<file path="config.mk">
export PLATFORM = sky130hd
export DESIGN_NAME = config_port_arbiter_flat
export DESIGN_NICKNAME = d
export VERILOG_FILES = /design/src/rtl/config_port_arbiter_pkg.sv /design/src/rtl/config_port_arbiter_if.sv /design/src/rtl/cfg_fixed_prio_enc.sv /design/src/rtl/config_port_arbiter.sv /design/src/flat_wrapper.sv
export SDC_FILE = /design/constraint.sdc
export NUM_CORES = 1
export LEC_CHECK = 0
export ABC_AREA = 1
export CAP_MARGIN = 0
export CORE_MARGIN = 2
export CORE_UTILIZATION = 40
export CTS_CLUSTER_SIZE = 40
export DETAILED_ROUTE_END_ITERATION = 16
export DONT_BUFFER_PORTS = 1
export PLACE_DENSITY = 0.65
export SYNTH_ARGS = -nofsm -noshare
export SYNTH_HDL_FRONTEND = slang
export SYNTH_SLANG_ARGS = --single-unit
</file>
<file path="constraint.sdc">
create_clock -name CLK -period 5.6 [get_ports CLK]
set_input_delay 0.56 -clock CLK [delete_from_list [all_inputs] [get_ports CLK]]
set_output_delay 0.56 -clock CLK [all_outputs]
set_load 0.01 [all_outputs]
</file>
<file path="src/rtl/config_port_arbiter_pkg.sv">
// Shared definitions for the configuration-port arbiter: word width, FSM states,
// owner indices and the Grant codes reported for each owner.
package config_port_arbiter_pkg;

    localparam int CFG_W = 32;

    typedef logic [1:0] state_t;
    localparam state_t ST_IDLE   = 2'd0;
    localparam state_t ST_SWITCH = 2'd1;
    localparam state_t ST_OWNED  = 2'd2;

    // Owner index doubles as priority rank: lower index wins.
    typedef logic [1:0] owner_t;
    localparam owner_t OWN_JTAG    = 2'd0;
    localparam owner_t OWN_UART    = 2'd1;
    localparam owner_t OWN_BITBANG = 2'd2;
    localparam owner_t OWN_SELF    = 2'd3;

    localparam logic [1:0] GRANT_NONE    = 2'd0;
    localparam logic [1:0] GRANT_JTAG    = 2'd1;
    localparam logic [1:0] GRANT_UART    = 2'd2;
    localparam logic [1:0] GRANT_BITBANG = 2'd3;

    function automatic logic [1:0] grant_code(owner_t o);
        case (o)
            OWN_JTAG:    return GRANT_JTAG;
            OWN_UART:    return GRANT_UART;
            OWN_BITBANG: return GRANT_BITBANG;
            default:     return GRANT_NONE;
        endcase
    endfunction

endpackage

</file>
<file path="src/rtl/config_port_arbiter_if.sv">
// Bundle of the per-port request/data/strobe lines and the arbitrated config-path outputs.
interface config_port_arbiter_if;
    import config_port_arbiter_pkg::*;

    logic             JTAGActive;
    logic             UART_ComActive;
    logic             BitBangActive;
    logic [CFG_W-1:0] JTAGWriteData;
    logic [CFG_W-1:0] UART_WriteData;
    logic [CFG_W-1:0] BitBangWriteData;
    logic [CFG_W-1:0] SelfWriteData;
    logic             JTAGWriteStrobe;
    logic             UART_WriteStrobe;
    logic             BitBangWriteStrobe;
    logic             SelfWriteStrobe;

    logic [CFG_W-1:0] ConfigWriteData;
    logic             ConfigWriteStrobe;
    logic             FSM_Reset;
    logic [1:0]       Grant;
    logic             SelfGrant;
    logic [7:0]       DropCount;

    modport slave (
        input  JTAGActive, UART_ComActive, BitBangActive,
        input  JTAGWriteData, UART_WriteData, BitBangWriteData, SelfWriteData,
        input  JTAGWriteStrobe, UART_WriteStrobe, BitBangWriteStrobe, SelfWriteStrobe,
        output ConfigWriteData, ConfigWriteStrobe, FSM_Reset, Grant, SelfGrant, DropCount
    );

    modport master (
        output JTAGActive, UART_ComActive, BitBangActive,
        output JTAGWriteData, UART_WriteData, BitBangWriteData, SelfWriteData,
        output JTAGWriteStrobe, UART_WriteStrobe, BitBangWriteStrobe, SelfWriteStrobe,
        input  ConfigWriteData, ConfigWriteStrobe, FSM_Reset, Grant, SelfGrant, DropCount
    );

endinterface

</file>
<file path="src/rtl/cfg_fixed_prio_enc.sv">
// Four-input fixed-priority encoder: bit 0 (JTAG) highest, bit 3 (CPU) lowest.
module cfg_fixed_prio_enc
    import config_port_arbiter_pkg::*;
(
    input  logic [3:0] req,
    output owner_t     id,
    output logic       valid
);

    // NOTE: every output gets a default before the if-chain, so no path can infer a latch.
    always_comb begin
        id    = OWN_JTAG;
        valid = 1'b1;
        if (req[0])      id = OWN_JTAG;
        else if (req[1]) id = OWN_UART;
        else if (req[2]) id = OWN_BITBANG;
        else if (req[3]) id = OWN_SELF;
        else             valid = 1'b0;
    end

endmodule

</file>
<file path="src/rtl/config_port_arbiter.sv">
// Arbitrates JTAG, UART, BitBang and CPU sources onto the single config-FSM write port,
// resyncing the FSM with an FSM_Reset pulse on every ownership change.
module config_port_arbiter
    import config_port_arbiter_pkg::*;
#(
    parameter int RESET_CYCLES = 2,
    parameter int SELF_TIMEOUT = 255
) (
    input logic                  CLK,
    input logic                  resetn,
    config_port_arbiter_if.slave bus
);

    state_t           state, state_nx;
    owner_t           owner, pick;
    logic             pick_valid;
    logic [3:0]       rst_cnt;
    logic             fsm_rst;
    logic             buf_valid;
    logic [CFG_W-1:0] buf_data;
    logic             self_req;
    logic [7:0]       idle_cnt;
    logic             out_stb;
    logic [CFG_W-1:0] out_data;
    logic [7:0]       drop_cnt;
    logic [2:0]       drops;
    logic [8:0]       drop_sum;

    logic [3:0]       req, stb;
    logic [CFG_W-1:0] data [4];
    logic             owner_live, owner_stb;

    assign req     = {self_req, bus.BitBangActive, bus.UART_ComActive, bus.JTAGActive};
    assign stb     = {bus.SelfWriteStrobe, bus.BitBangWriteStrobe,
                      bus.UART_WriteStrobe, bus.JTAGWriteStrobe};
    assign data[0] = bus.JTAGWriteData;
    assign data[1] = bus.UART_WriteData;
    assign data[2] = bus.BitBangWriteData;
    assign data[3] = bus.SelfWriteData;

    assign owner_live = (state != ST_IDLE) && req[owner];
    assign owner_stb  = owner_live && stb[owner];

    cfg_fixed_prio_enc u_prio (
        .req   (req),
        .id    (pick),
        .valid (pick_valid)
    );

    always_comb begin
        state_nx = state;
        case (state)
            ST_IDLE:   if (pick_valid) state_nx = ST_SWITCH;
            ST_SWITCH: begin
                if (!req[owner])                          state_nx = ST_IDLE;
                else if (rst_cnt == 4'(RESET_CYCLES - 1)) state_nx = ST_OWNED;
            end
            ST_OWNED:  if (!req[owner]) state_nx = ST_IDLE;
            default:   state_nx = ST_IDLE;
        endcase
    end

    always_comb begin
        drops = '0;
        for (int i = 0; i < 4; i++)
            if (stb[i] && !(owner_live && owner == owner_t'(i))) drops = drops + 3'd1;
        // Second strobe in SWITCH finds the slot taken; a departing owner forfeits its held word.
        if (state == ST_SWITCH && owner_stb && buf_valid) drops = drops + 3'd1;
        if (state != ST_IDLE && !owner_live && buf_valid) drops = drops + 3'd1;
        drop_sum = {1'b0, drop_cnt} + {6'd0, drops};
    end

    // NOTE: sequential state uses non-blocking assignments so every register sees pre-edge values.
    always_ff @(posedge CLK or negedge resetn) begin
        if (!resetn) begin
            state     <= ST_IDLE;
            owner     <= OWN_JTAG;
            rst_cnt   <= '0;
            fsm_rst   <= 1'b1;
            buf_valid <= 1'b0;
            // NOTE: the hold word is one plain register, not RAM, so it is reset with the rest.
            buf_data  <= '0;
            self_req  <= 1'b0;
            idle_cnt  <= '0;
            out_stb   <= 1'b0;
            out_data  <= '0;
            drop_cnt  <= '0;
        end else begin
            state    <= state_nx;
            fsm_rst  <= (state_nx == ST_SWITCH);
            rst_cnt  <= (state == ST_SWITCH) ? rst_cnt + 4'd1 : 4'd0;
            drop_cnt <= (drop_sum > 9'd255) ? 8'd255 : drop_sum[7:0];
            if (state == ST_IDLE) owner <= pick;

            out_stb <= 1'b0;
            if (!owner_live) begin
                buf_valid <= 1'b0;
            end else if (state == ST_SWITCH) begin
                if (stb[owner] && !buf_valid) begin
                    buf_valid <= 1'b1;
                    buf_data  <= data[owner];
                end
            end else if (buf_valid) begin
                // Held word leaves first; a live word behind it takes the slot to keep order.
                out_stb   <= 1'b1;
                out_data  <= buf_data;
                buf_valid <= stb[owner];
                if (stb[owner]) buf_data <= data[owner];
            end else if (stb[owner]) begin
                out_stb  <= 1'b1;
                out_data <= data[owner];
            end

            if (stb[3]) begin
                self_req <= 1'b1;
                idle_cnt <= '0;
            end else if (self_req) begin
                if (idle_cnt == 8'(SELF_TIMEOUT - 1)) begin
                    self_req <= 1'b0;
                    idle_cnt <= '0;
                end else begin
                    idle_cnt <= idle_cnt + 8'd1;
                end
            end
        end
    end

    assign bus.ConfigWriteData   = out_data;
    assign bus.ConfigWriteStrobe = out_stb;
    assign bus.FSM_Reset         = fsm_rst;
    assign bus.Grant             = (state == ST_IDLE) ? GRANT_NONE : grant_code(owner);
    assign bus.SelfGrant         = (state != ST_IDLE) && (owner == OWN_SELF);
    assign bus.DropCount         = drop_cnt;

endmodule

</file>
<file path="src/flat_wrapper.sv">
// flat-port wrapper written by rule: the top's interface ports become plain ports
module config_port_arbiter_flat import config_port_arbiter_pkg::*;
#(
    parameter int RESET_CYCLES = 2,
    parameter int SELF_TIMEOUT = 255
)
  (CLK, resetn, bus_JTAGActive, bus_UART_ComActive, bus_BitBangActive, bus_JTAGWriteData, bus_UART_WriteData, bus_BitBangWriteData, bus_SelfWriteData, bus_JTAGWriteStrobe, bus_UART_WriteStrobe, bus_BitBangWriteStrobe, bus_SelfWriteStrobe, bus_ConfigWriteData, bus_ConfigWriteStrobe, bus_FSM_Reset, bus_Grant, bus_SelfGrant, bus_DropCount);
  config_port_arbiter_if bus_i ();
  input logic CLK;
  input logic resetn;
  input wire logic [$bits(bus_i.JTAGActive)-1:0] bus_JTAGActive;
  input wire logic [$bits(bus_i.UART_ComActive)-1:0] bus_UART_ComActive;
  input wire logic [$bits(bus_i.BitBangActive)-1:0] bus_BitBangActive;
  input wire logic [$bits(bus_i.JTAGWriteData)-1:0] bus_JTAGWriteData;
  input wire logic [$bits(bus_i.UART_WriteData)-1:0] bus_UART_WriteData;
  input wire logic [$bits(bus_i.BitBangWriteData)-1:0] bus_BitBangWriteData;
  input wire logic [$bits(bus_i.SelfWriteData)-1:0] bus_SelfWriteData;
  input wire logic [$bits(bus_i.JTAGWriteStrobe)-1:0] bus_JTAGWriteStrobe;
  input wire logic [$bits(bus_i.UART_WriteStrobe)-1:0] bus_UART_WriteStrobe;
  input wire logic [$bits(bus_i.BitBangWriteStrobe)-1:0] bus_BitBangWriteStrobe;
  input wire logic [$bits(bus_i.SelfWriteStrobe)-1:0] bus_SelfWriteStrobe;
  output wire logic [$bits(bus_i.ConfigWriteData)-1:0] bus_ConfigWriteData;
  output wire logic [$bits(bus_i.ConfigWriteStrobe)-1:0] bus_ConfigWriteStrobe;
  output wire logic [$bits(bus_i.FSM_Reset)-1:0] bus_FSM_Reset;
  output wire logic [$bits(bus_i.Grant)-1:0] bus_Grant;
  output wire logic [$bits(bus_i.SelfGrant)-1:0] bus_SelfGrant;
  output wire logic [$bits(bus_i.DropCount)-1:0] bus_DropCount;
  assign bus_i.JTAGActive = bus_JTAGActive;
  assign bus_i.UART_ComActive = bus_UART_ComActive;
  assign bus_i.BitBangActive = bus_BitBangActive;
  assign bus_i.JTAGWriteData = bus_JTAGWriteData;
  assign bus_i.UART_WriteData = bus_UART_WriteData;
  assign bus_i.BitBangWriteData = bus_BitBangWriteData;
  assign bus_i.SelfWriteData = bus_SelfWriteData;
  assign bus_i.JTAGWriteStrobe = bus_JTAGWriteStrobe;
  assign bus_i.UART_WriteStrobe = bus_UART_WriteStrobe;
  assign bus_i.BitBangWriteStrobe = bus_BitBangWriteStrobe;
  assign bus_i.SelfWriteStrobe = bus_SelfWriteStrobe;
  assign bus_ConfigWriteData = bus_i.ConfigWriteData;
  assign bus_ConfigWriteStrobe = bus_i.ConfigWriteStrobe;
  assign bus_FSM_Reset = bus_i.FSM_Reset;
  assign bus_Grant = bus_i.Grant;
  assign bus_SelfGrant = bus_i.SelfGrant;
  assign bus_DropCount = bus_i.DropCount;
  config_port_arbiter #(.RESET_CYCLES(RESET_CYCLES), .SELF_TIMEOUT(SELF_TIMEOUT)) u_core (.CLK(CLK), .resetn(resetn), .bus(bus_i));
endmodule
</file>
### Word-level counts from Yosys, hierarchy flattened

Cells that the tools add are included.

| operators by class | value |
|---|---|
| equal/unequal tests | 10 |
| add/sub/neg operators | 8 |
| reductions and logical operators | 31 |
| bitwise logic cells | 2 |
| magnitude comparators | 3 |
| mux-type cells | 49 |

Operator list:

| kind | number |
|---|---|
| 2-to-1 mux 32 bit | 7 |
| binary-select mux 32 bit (select 2 bit) | 1 |
| 2-to-1 mux 8 bit | 4 |
| 2-to-1 mux 1 bit | 18 |
| 2-to-1 mux 2 bit | 9 |
| logical AND 1 bit | 16 |
| 2-to-1 mux 3 bit | 5 |
| adder 3 x 1 -> 3 bit, second input constant | 4 |
| case mux 2 bit (3 select lines) | 2 |
| nonzero test 2 bit | 5 |
| adder 8 x 3 -> 9 bit | 1 |
| > comparator 9 x 8 -> 1 bit, second input constant | 1 |
| adder 8 x 1 -> 8 bit, second input constant | 1 |
| equality test 8 bit, second input constant | 1 |
| equality test 2 x 1 -> 1 bit, second input constant | 3 |
| equality test 2 bit, second input constant | 3 |
| logical NOT 1 bit | 6 |
| adder 4 x 1 -> 4 bit, second input constant | 1 |
| binary-select mux 1 bit (select 2 bit) | 2 |
| equality test 4 x 1 -> 1 bit, second input constant | 1 |
| logical NOT 2 bit | 2 |
| 2-to-1 mux 4 bit | 1 |
| AND reduction 4 bit | 1 |
| >= comparator 3 bit, second input constant | 1 |
| other kinds (7) | 7 |

| storage, ports and cells | value |
|---|---|
| register bits after elaboration | 92 |
| logic and storage cells | 114 |
| output and inout port bits | 45 |
| input bits | 137 |

### Longest topological paths before layout

Gate-level depths: netlist (run 1).

| depth | value |
|---|---|
| depth in word-level cells | 20 |
| depth in mapped cells | 36 |
| mapped depth without buffers | 35 |

### Modules after synthesis

A second synthesis (run 1) with hierarchy kept.

| unflattened totals | value |
|---|---|
| cells, all modules | 678 |
| area, all modules | 5625.4 µm² |

By module, submodules not included:

| module | seq. area each (µm²) | area an instance (µm²) | cells an instance | times used |
|---|---|---|---|---|
| config_port_arbiter | 2303.5 | 5589.1 | 670 | 1 |
| cfg_fixed_prio_enc | 0.0 | 36.3 | 8 | 1 |

### Worst setup path after synthesis (run 1)

OpenSTA, ideal clock, no wires.

| timing path | value |
|---|---|
| kind | flip-flop to flip-flop |
| start | register u_core.owner[0] |
| end | register u_core.drop_cnt[2], in the netlist u_core.bus.DropCount[2] |
| data arrival time | 4.158 ns |
| buffers on the path | 3 |
| setup time | 0.138 ns |
| period minus slack after synthesis | 4.296 ns |
| setup slack | 1.304 ns |
| data required time | 5.462 ns |
| stages on the path, launching flop included | 32 |
| cell sequence | dfrtp_1 buf_4 inv_2 buf_2 clkbuf_1 ha_1 a21oi_1 ha_1 inv_1 nand2_1 nand2_1 inv_1 ha_1 inv_1 nand2_1 nand3_1 nand3_1 and2_1 ha_1 nand2_1 nand3_1 nand2_1 inv_1 nand2_1 nand2_1 ha_1 nand2_1 inv_1 o21ai_0 nor2_1 nand4_1 o21ai_0 |

| on the way | value |
|---|---|
| word-level cells in the longest chain between the ends | 20 |
| elaborated cells between the ends (all ways) | 41 |
| those cells by class | add/sub: 6; order compare: 1; eq/ne: 3; mux: 11; reduce/logical: 20 |

RTL lines:

| element | RTL line | source |
|---|---|---|
| from (decl) | config_port_arbiter.sv:15 | `owner_t owner, pick;` |
| from (signal assigned) | config_port_arbiter.sv:93 | `if (state == ST_IDLE) owner <= pick;` |
| binary-select mux 1 bit (select 2 bit) | config_port_arbiter.sv:41 | `assign owner_live = (state != ST_IDLE) && req[owner];` |
| 2-to-1 mux 1 bit (implied by the code) | config_port_arbiter.sv:41 |  |
| logical AND 1 bit | config_port_arbiter.sv:41 |  |
| logical AND 1 bit | config_port_arbiter.sv:66 | `if (stb[i] && !(owner_live && owner == owner_t'(i))) drops = drops + 3'd1;` |
| logical NOT 1 bit | config_port_arbiter.sv:66 |  |
| logical AND 1 bit | config_port_arbiter.sv:66 |  |
| 2-to-1 mux 1 bit | config_port_arbiter.sv:66 |  |
| adder 1 x 1 -> 2 bit | config_port_arbiter.sv:66 |  |
| [... 4 more ...] | - |  |
| 2-to-1 mux 3 bit | config_port_arbiter.sv:66 |  |
| adder 3 x 1 -> 3 bit | config_port_arbiter.sv:68 | `if (state == ST_SWITCH && owner_stb && buf_valid) drops = drops + 3'd1;` |
| 2-to-1 mux 3 bit | config_port_arbiter.sv:68 |  |
| adder 3 x 1 -> 3 bit | config_port_arbiter.sv:69 | `if (state != ST_IDLE && !owner_live && buf_valid) drops = drops + 3'd1;` |
| 2-to-1 mux 3 bit (*) | config_port_arbiter.sv:69 |  |
| adder 8 x 3 -> 9 bit (*) | config_port_arbiter.sv:70 | `drop_sum = {1'b0, drop_cnt} + {6'd0, drops};` |
| > comparator 9 x 8 -> 1 bit | config_port_arbiter.sv:92 | `drop_cnt <= (drop_sum > 9'd255) ? 8'd255 : drop_sum[7:0];` |
| 2-to-1 mux 8 bit (*) | config_port_arbiter.sv:92 |  |
| to (signal assigned) | config_port_arbiter.sv:92 |  |
| to (decl) | config_port_arbiter.sv:25 | `logic [7:0] drop_cnt;` |

Mark *: on every way between the ends. The rest lies on a longest branch, timed or not. The select of a mux whose other input is x is not followed.
A chain may end at the register's enable or synchronous reset.

### Worst setup path after layout (run 1)

| timing path | value |
|---|---|
| start | register u_core.owner[0] |
| end | register u_core.drop_cnt[6], in the netlist u_core.bus.DropCount[6] |

The elaborated chain is that of the path after synthesis.

==> results of run 1 <==
per-stage QoR:
| stage | hold slack, ps | util | std cells | power [uW] | area, sq um |
|---|---|---|---|---|---|
| 2_1_floorplan | 264 | - | 674 | 2650 | 5390 |
| 3_3_place_gp | 267 | 0.415 | 818 | 2950 | 5480 |
| 3_5_place_dp | 267 | 0.415 | 818 | 3050 | 5480 |
| 4_1_cts | 34.1 | 0.439 | 835 | 3660 | 5790 |
| 5_1_grt | 33.4 | 0.439 | 835 | 3960 | 5790 |
| 6_report | 54.1 | 0.439 | 836 | 3630 | 5790 |
synthesized netlist by cell type (all sizes together):
master    n
xor2      7
nor3      3
dfstp     1
o21a      1
fa        1
mux2     32
o21ai    76
and2      1
xnor2     3
nand3    20
dfrtp    91
nor4      1
a31oi    33
ha       18
or2       1
nand3b    1
clkinv    1
nand2   131
a21oi     9
o22ai    37
clkbuf   25
o32ai     1
o31ai     1
nor2    120
inv      41
a211oi    1
nand4     4
buf      13
metal layers:
metal / GRT usage / vias to the layer above / share of wire
met5: 0 / - / 0.00049
met4: 0.0787 / 2 / 0.017
met3: 0.0599 / 18 / 0.091
met2: 0.328 / 182 / 0.48
met1: 0.248 / 2249 / 0.41
li1: - / 2225 / -
final timing paths:
| kind | depth (start not counted) | slack, ps | startpoint | end |
|---|---|---|---|---|
| setup / recovery | 33 | 600 | u_core.owner[0] | u_core.bus.DropCount[6] |
| min in group CLK | 1 | 320 | bus_UART_ComActive | u_core.owner[1] |
| hold reg to reg | 1 | 490 | u_core.buf_data[9] | u_core.buf_data[9] |
| setup reg to reg | 33 | 600 | u_core.owner[0] | u_core.bus.DropCount[6] |
| hold / removal | 0 | 50 | resetn | u_core.bus.FSM_Reset |
| max in group asynchronous | 1 | 5080 | resetn | u_core.buf_data[10] |
power groups by stage:
stage | registers [uW] | logic, uW | clock network (uW)
6_report | 1300 | 1740 | 587
5_1_grt | 1350 | 1990 | 629
4_1_cts | 1300 | 1760 | 603
3_5_place_dp | 1310 | 1740 | 0
3_3_place_gp | 1300 | 1650 | 0
2_1_floorplan | 1220 | 1430 | 0
flip-flops by register name (all words and copies together) (netlist names):
signal                        flops
u_core.rst_cnt                    4
u_core.bus.FSM_Reset              1
u_core.bus.ConfigWriteStrobe      1
u_core.self_req                   1
u_core.bus.ConfigWriteData       32
u_core.bus.DropCount              8
u_core.owner                      2
u_core.state                      2
u_core.idle_cnt                   8
u_core.buf_valid                  1
u_core.buf_data                  32
cell type report:
| cell class | count | area, sq um | share of cell area |
|---|---|---|---|
| Multi-Input combinational cell | 502 | 2750 | 0.475 |
| Sequential cell | 92 | 2300 | 0.398 |
| Clock buffer | 15 | 278 | 0.0480 |
| Tap cell | 176 | 220 | 0.0380 |
| Inverter | 42 | 158 | 0.0272 |
| Timing Repair Buffer | 7 | 72.6 | 0.0125 |
| Clock inverter | 1 | 5.00 | 0.000864 |
| Antenna cell | 1 | 2.50 | 0.000432 |
cell families after synthesis:
group	count (synthesis)	synth area share
multiplexers	32	0.0669
adder cells (fa/ha/maj)	19	0.0455
AND/OR/NAND/NOR	282	0.211
buffers and inverters	80	0.0634
flip-flops	92	0.428
AO/OA/AOI/OAI	159	0.170
XOR/XNOR	10	0.0163
what timing repair did:
| item | 4_1_cts | 5_1_grt |
|---|---|---|
| setup buffers | 0 | 0 |
| hold buffers | 1 | 0 |
| endpoints found under the hold margin | 91 | 0 |
==> parameters.txt, run 1 <==
Parameter                              Value

Clocking
  # resized after CTS    0
  CTS tree    yes
  Deepest clock path buffer count    2
  Clock-pin slew on the worst setup and hold paths    60 ps
  Clock tree sinks    92
  Buffer cell driving the clock tree root    sky130_fd_sc_hd__clkbuf_16
  Latest clock arrival within the worst-skew pair    350 ps
  Clock buffer count from CTS    9
  # H-tree levels    3

Power
  Sw Ratio    0.455
  Part of the power in combinational logic    0.480
  Power share of the clock group    0.162
  Sequential power share    0.358
  Max IR drop VDD    0.220 mV
  Net switching component of the power    1650 uW
  Power Dens Cells    627 nW/um^2
  Cell leakage power    0.00255 uW
  Internal power component    1980 uW

Synth
  Nets in the synthesized netlist    830
  Synth area leaders    sky130_fd_sc_hd__dfrtp_1 42%, sky130_fd_sc_hd__nand2_1 9.1%, sky130_fd_sc_hd__nor2_1 8.2%
  Share of the synthesized area in the top cell type    0.423
  Post-Syn Area    5390 sq um
  Cells after synthesis    674
  Cell type contributing the most total cell area after synthesis    sky130_fd_sc_hd__dfrtp_1
  Warning count from the yosys run    0
  Number of register bits inferred by synthesis    92
  Syn_area_per_cell    7.99 sq um
  Post-synthesis sequential area ratio    0.428
  Count of different cell masters after synthesis    40

Floorplan
  Number of primary I/O pins    182
  Overall die height    120 microns
  Die outline area    14400 sq um
  Core footprint    13200 sq um
  Site Rows    42
  Die width    120 microns
  Starting density of the core    0.408

STA
  Achievable Freq    0.200 GHz
  Final clock skew    5.71 ps
  Time the worst path needs with I/O delays and setup    5000 ps
  Final setup margin    604 ps
  RSZ-0062 raised after global routing    false
  Total negative slack for setup checks    0 ps
  Final clock period utilization by the worst path    0.892
  Final max-slew violation count    0
  Slew at the pin closest to its max-slew limit    1180 ps
  Hold Vio Cnt, Final    0
  Max-Slew Margin vs Limit    0.212
  Setup Viol. Count Final    0

Layout
  Most frequent cells in the layout    130 x sky130_fd_sc_hd__nand2_1, 118 x sky130_fd_sc_hd__nor2_1, 90 x sky130_fd_sc_hd__dfrtp_1, 73 x sky130_fd_sc_hd__o21ai_0, 38 x sky130_fd_sc_hd__inv_1
  Fraction of final layout cells with drive strength greater than 1    0.0910
  Most common library cell in the layout ignoring fill and taps    sky130_fd_sc_hd__nand2_1
  Layout-stage area growth over the synthesis result    7.45%
  Number of fill cells    1282
  Total number of nets in the final design    810

GRT
  Maximum number of pins on one net before global-route repair    92
  Initial antenna violation count    1
  Global-route wire length before repair    22.3 mm
  Total global-route track usage    0.201
  Number of global-route vias before repair    4360
  Total grt overflow    0

Drt
  Violation count after the first detailed-route iteration    272
  Number of nets with antenna violations after detailed routing    0
  Total length of routed wires    14.2 mm
  Routed wirelength normalized by instance count    17.0 microns
  Number of detailed-routing iterations run before antenna repair    7
  Total number of vias    4676
  Residual DRC    0
  Detail-routed via count per cell    5.59

Placed design
  GP Congestion    0.885
  HPWL Detailed    9.75 mm
  Worst setup slack after placement    656 ps
  Count of buffers from port buffering    0

Worst hold path
  Path category of the worst min-delay check    in -> async

Critical path
  Bufs and invs on worst path    7
  Launching element type of the critical path    register
  Critical Path Most Common Cell    sky130_fd_sc_hd__nand2_1
  Dominant delay contributor by cell family on the critical path    simple AND/OR/NAND/NOR gates
  Largest incremental delay on the critical path    600 ps
  Critical path fanouts, max    30
  CP max-delay cell    sky130_fd_sc_hd__dfrtp_2
  CP required    5870 ps
  Critical Path Sink Type    register
  Type of the setup path with the least slack    reg -> reg
  Arrival @ worst endpoint    5270 ps

Outcome
  Status    finished clean

Job
  Total of max-cap violations    0
Note: power is estimated with default switching activity, not from simulation.
==> run 2, diff against run 1 <==
--- a/config.mk
+++ b/config.mk
@@ -7,12 +7,14 @@
 export LEC_CHECK = 0
 export ABC_AREA = 1
 export CAP_MARGIN = 0
+export CELL_PAD_IN_SITES_DETAIL_PLACEMENT = 0
+export CELL_PAD_IN_SITES_GLOBAL_PLACEMENT = 1
 export CORE_MARGIN = 2
 export CORE_UTILIZATION = 40
 export CTS_CLUSTER_SIZE = 40
 export DETAILED_ROUTE_END_ITERATION = 16
 export DONT_BUFFER_PORTS = 1
-export PLACE_DENSITY = 0.65
+export PLACE_DENSITY = 0.82
 export SYNTH_ARGS = -nofsm -noshare
 export SYNTH_HDL_FRONTEND = slang
 export SYNTH_SLANG_ARGS = --single-unit
==> parameters.txt, run 2 (same netlist as run 1, synthesis figures left out) <==
Parameter                              Value

Worst hold path
  Path category of the worst min-delay check    in -> async

Drt
  Total length of routed wires    14.4 mm (+1.3%)
  Topmost layer with routed signal wires    met4
  Residual DRC    0 (unchanged)
  Violation count after the first detailed-route iteration    215 (-21%)
  Number of detailed-routing iterations run before antenna repair    5 (-2)
  Routed metal-1 wirelength    6.20 mm (+5.0%)
  Number of nets with antenna violations after detailed routing    0 (unchanged)
  Routed wirelength normalized by instance count    17.2 microns (+1.3%)
  Total number of vias    4654 (-0.47%)
  Met3 WL    1.21 mm (-7.0%)
  Detail-routed via count per cell    5.57 (-0.47%)
  Met2 Wirelength    6.83 mm (+0.57%)

STA
  Time the worst path needs with I/O delays and setup    4930 ps (-66.5 ps)
  RSZ-0062 raised after global routing    false
  Hold Vio Cnt, Final    0 (unchanged)
  Slew at the pin closest to its max-slew limit    1180 ps (-2.21 ps)
  Setup Viol. Count Final    0 (unchanged)
  Achievable Freq    0.203 GHz (+1.3%)
  Final clock skew    5.20 ps (-0.510 ps)
  Total negative slack for setup checks    0 ps (unchanged)
  Final clock period utilization by the worst path    0.880 (-0.0119)
  Max-Slew Margin vs Limit    0.213 (+0.00147)
  WHS    50.1 ps (-4.03 ps)
  Final setup margin    671 ps (+66.5 ps)
  Final max-slew violation count    0 (unchanged)

Floorplan
  Number of primary I/O pins    182 (unchanged)
  Core footprint    13200 sq um (unchanged)
  Starting density of the core    0.408 (unchanged)
  Die outline area    14400 sq um (unchanged)
  Site Rows    42 (unchanged)
  Overall die height    120 microns (unchanged)
  Die width    120 microns (unchanged)

Clocking
  Buffer cell driving the clock tree root    sky130_fd_sc_hd__clkbuf_16
  Clock tree sinks    92 (unchanged)
  CTS tree    yes
  Clock-pin slew on the worst setup and hold paths    70 ps (about the same)
  # H-tree levels    3 (unchanged)
  Latest clock arrival within the worst-skew pair    350 ps (about the same)
  Postcts setup bufs    0 (unchanged)
  Clock buffer count from CTS    9 (unchanged)
  Deepest clock path buffer count    2 (unchanged)

Critical path
  CP endpoint    u_core.bus.DropCount[4]
  Critical R2R Launch    u_core.owner[0]
  CP required    5860 ps (about the same)
  Critical Path Start    u_core.owner[0]
  End of the worst register-to-register path    u_core.bus.DropCount[4]
  Critical Path Sink Type    register
  Critical Path Most Common Cell    sky130_fd_sc_hd__nand2_1
  Type of the setup path with the least slack    reg -> reg
  Largest incremental delay on the critical path    590 ps (about the same)
  Number of cells on the critical path    32 (-3.0%)
  CP max-delay cell    sky130_fd_sc_hd__dfrtp_2
  Launching element type of the critical path    register
  Critical path fanouts, max    25 (-17%)
  Setup slack on the worst flop-to-flop path    670 ps (+70 ps)
  Cell count of the worst reg-to-reg path    32 (-3.0%)
  Arrival @ worst endpoint    5190 ps (-80 ps)
  Bufs and invs on worst path    6 (-1)
  Dominant delay contributor by cell family on the critical path    simple AND/OR/NAND/NOR gates

Power
  Max IR drop VDD    0.213 mV (-3.1%)
  Power Dens Cells    628 nW/um^2 (+0.13%)
  Cell leakage power    0.00256 uW (+0.27%)
  Overall power    3640 uW (+0.18%)

Placed design
  Worst setup slack after placement    737 ps (+80.5 ps)
  GP Congestion    0.887 (+0.24%)
  Count of buffers from port buffering    0 (unchanged)
  HPWL Detailed    9.94 mm (+2.0%)

Layout
  Layout-stage area growth over the synthesis result    7.50% (about the same)
  Share of the core filled with cells in the final layout    0.439 (about the same)
  Most common library cell in the layout ignoring fill and taps    sky130_fd_sc_hd__nand2_1
  Total number of nets in the final design    811 (+0.12%)
  Most frequent cells in the layout    130 x sky130_fd_sc_hd__nand2_1, 118 x sky130_fd_sc_hd__nor2_1, 90 x sky130_fd_sc_hd__dfrtp_1, 73 x sky130_fd_sc_hd__o21ai_0, 38 x sky130_fd_sc_hd__inv_1
  Antenna diode count    0 (-1)
  Fraction of final layout cells with drive strength greater than 1    0.0955 (+0.00441)

GRT
  Total global-route track usage    0.204 (+0.00330)
  Number of global-route vias before repair    4441 (+1.9%)
  Global-route wire length before repair    22.8 mm (+2.2%)
  Initial antenna violation count    0 (-1)
  Maximum number of pins on one net before global-route repair    92 (unchanged)
  Total grt overflow    0 (unchanged)

Outcome
  Status    finished clean

Job
  Total of max-cap violations    0 (unchanged)
[run 2: cell count changes in the layout (fill, tap and decap cells not counted), sizes merged]
cell and delta:
diode -1, buf +1, clkinv +3, clkbuf -3
[run 2: worst register-to-register path: cells and delay by family, from the launching register on]
kind	cells	cell delay, ps
buffers and inverters	6	700
and+or+nand+nor	20	2190
DFF	1	590
adders and majority gates	4	1100
AOI/OAI and AO/OA	2	260
[run 2: final cells by class]
cell class | count | area [sq um]
clock buffers | 12 | 256
inverters | 42 | 158
clock inverters | 4 | 23.8
repair buffers | 8 | 80.1
multi-input cells | 502 | 2750
fillers | 1279 | 7400
well taps | 176 | 220
flip-flops and latches | 92 | 2300
[run 2: routing by layer]
metal  GRT usage  vias to the layer above
met5           0                        -
met4      0.0750                        0
met3      0.0537                       11
met2       0.337                      176
met1       0.256                     2237
li1            -                     2230
[run 2: what timing repair did]
action | CTS | global route
hold buffers | 1 | 0
hold endpoints to repair | 91 | 0
resized for setup | 0 | 0
endpoints found under the setup margin | 0 | 0
[run 2: power breakdown]
part           leakage (uW)  internal [uW]  switching (uW)
registers           0.00108            984             320
clock network      0.000142            324             259
logic               0.00133            660            1090
total               0.00256           1970            1670
[run 2: worst min path at each step]
stage,from,end,slack [ps]
after floorplan,resetn,u_core.buf_data[0],260
after global placement,resetn,u_core.idle_cnt[5],270
after detailed placement,resetn,u_core.idle_cnt[4],270
after CTS,resetn,u_core.bus.FSM_Reset,40
after global routing,resetn,u_core.bus.FSM_Reset,30
final,resetn,u_core.bus.FSM_Reset,50
[run 2: through the flow]
| stage | instance area [sq um] | std cells |
|---|---|---|
| 2_1_floorplan | 5390 | 674 |
| 3_3_place_gp | 5480 | 819 |
| 3_5_place_dp | 5480 | 819 |
| 4_1_cts | 5790 | 836 |
| 5_1_grt | 5790 | 836 |
| 6_report | 5790 | 836 |
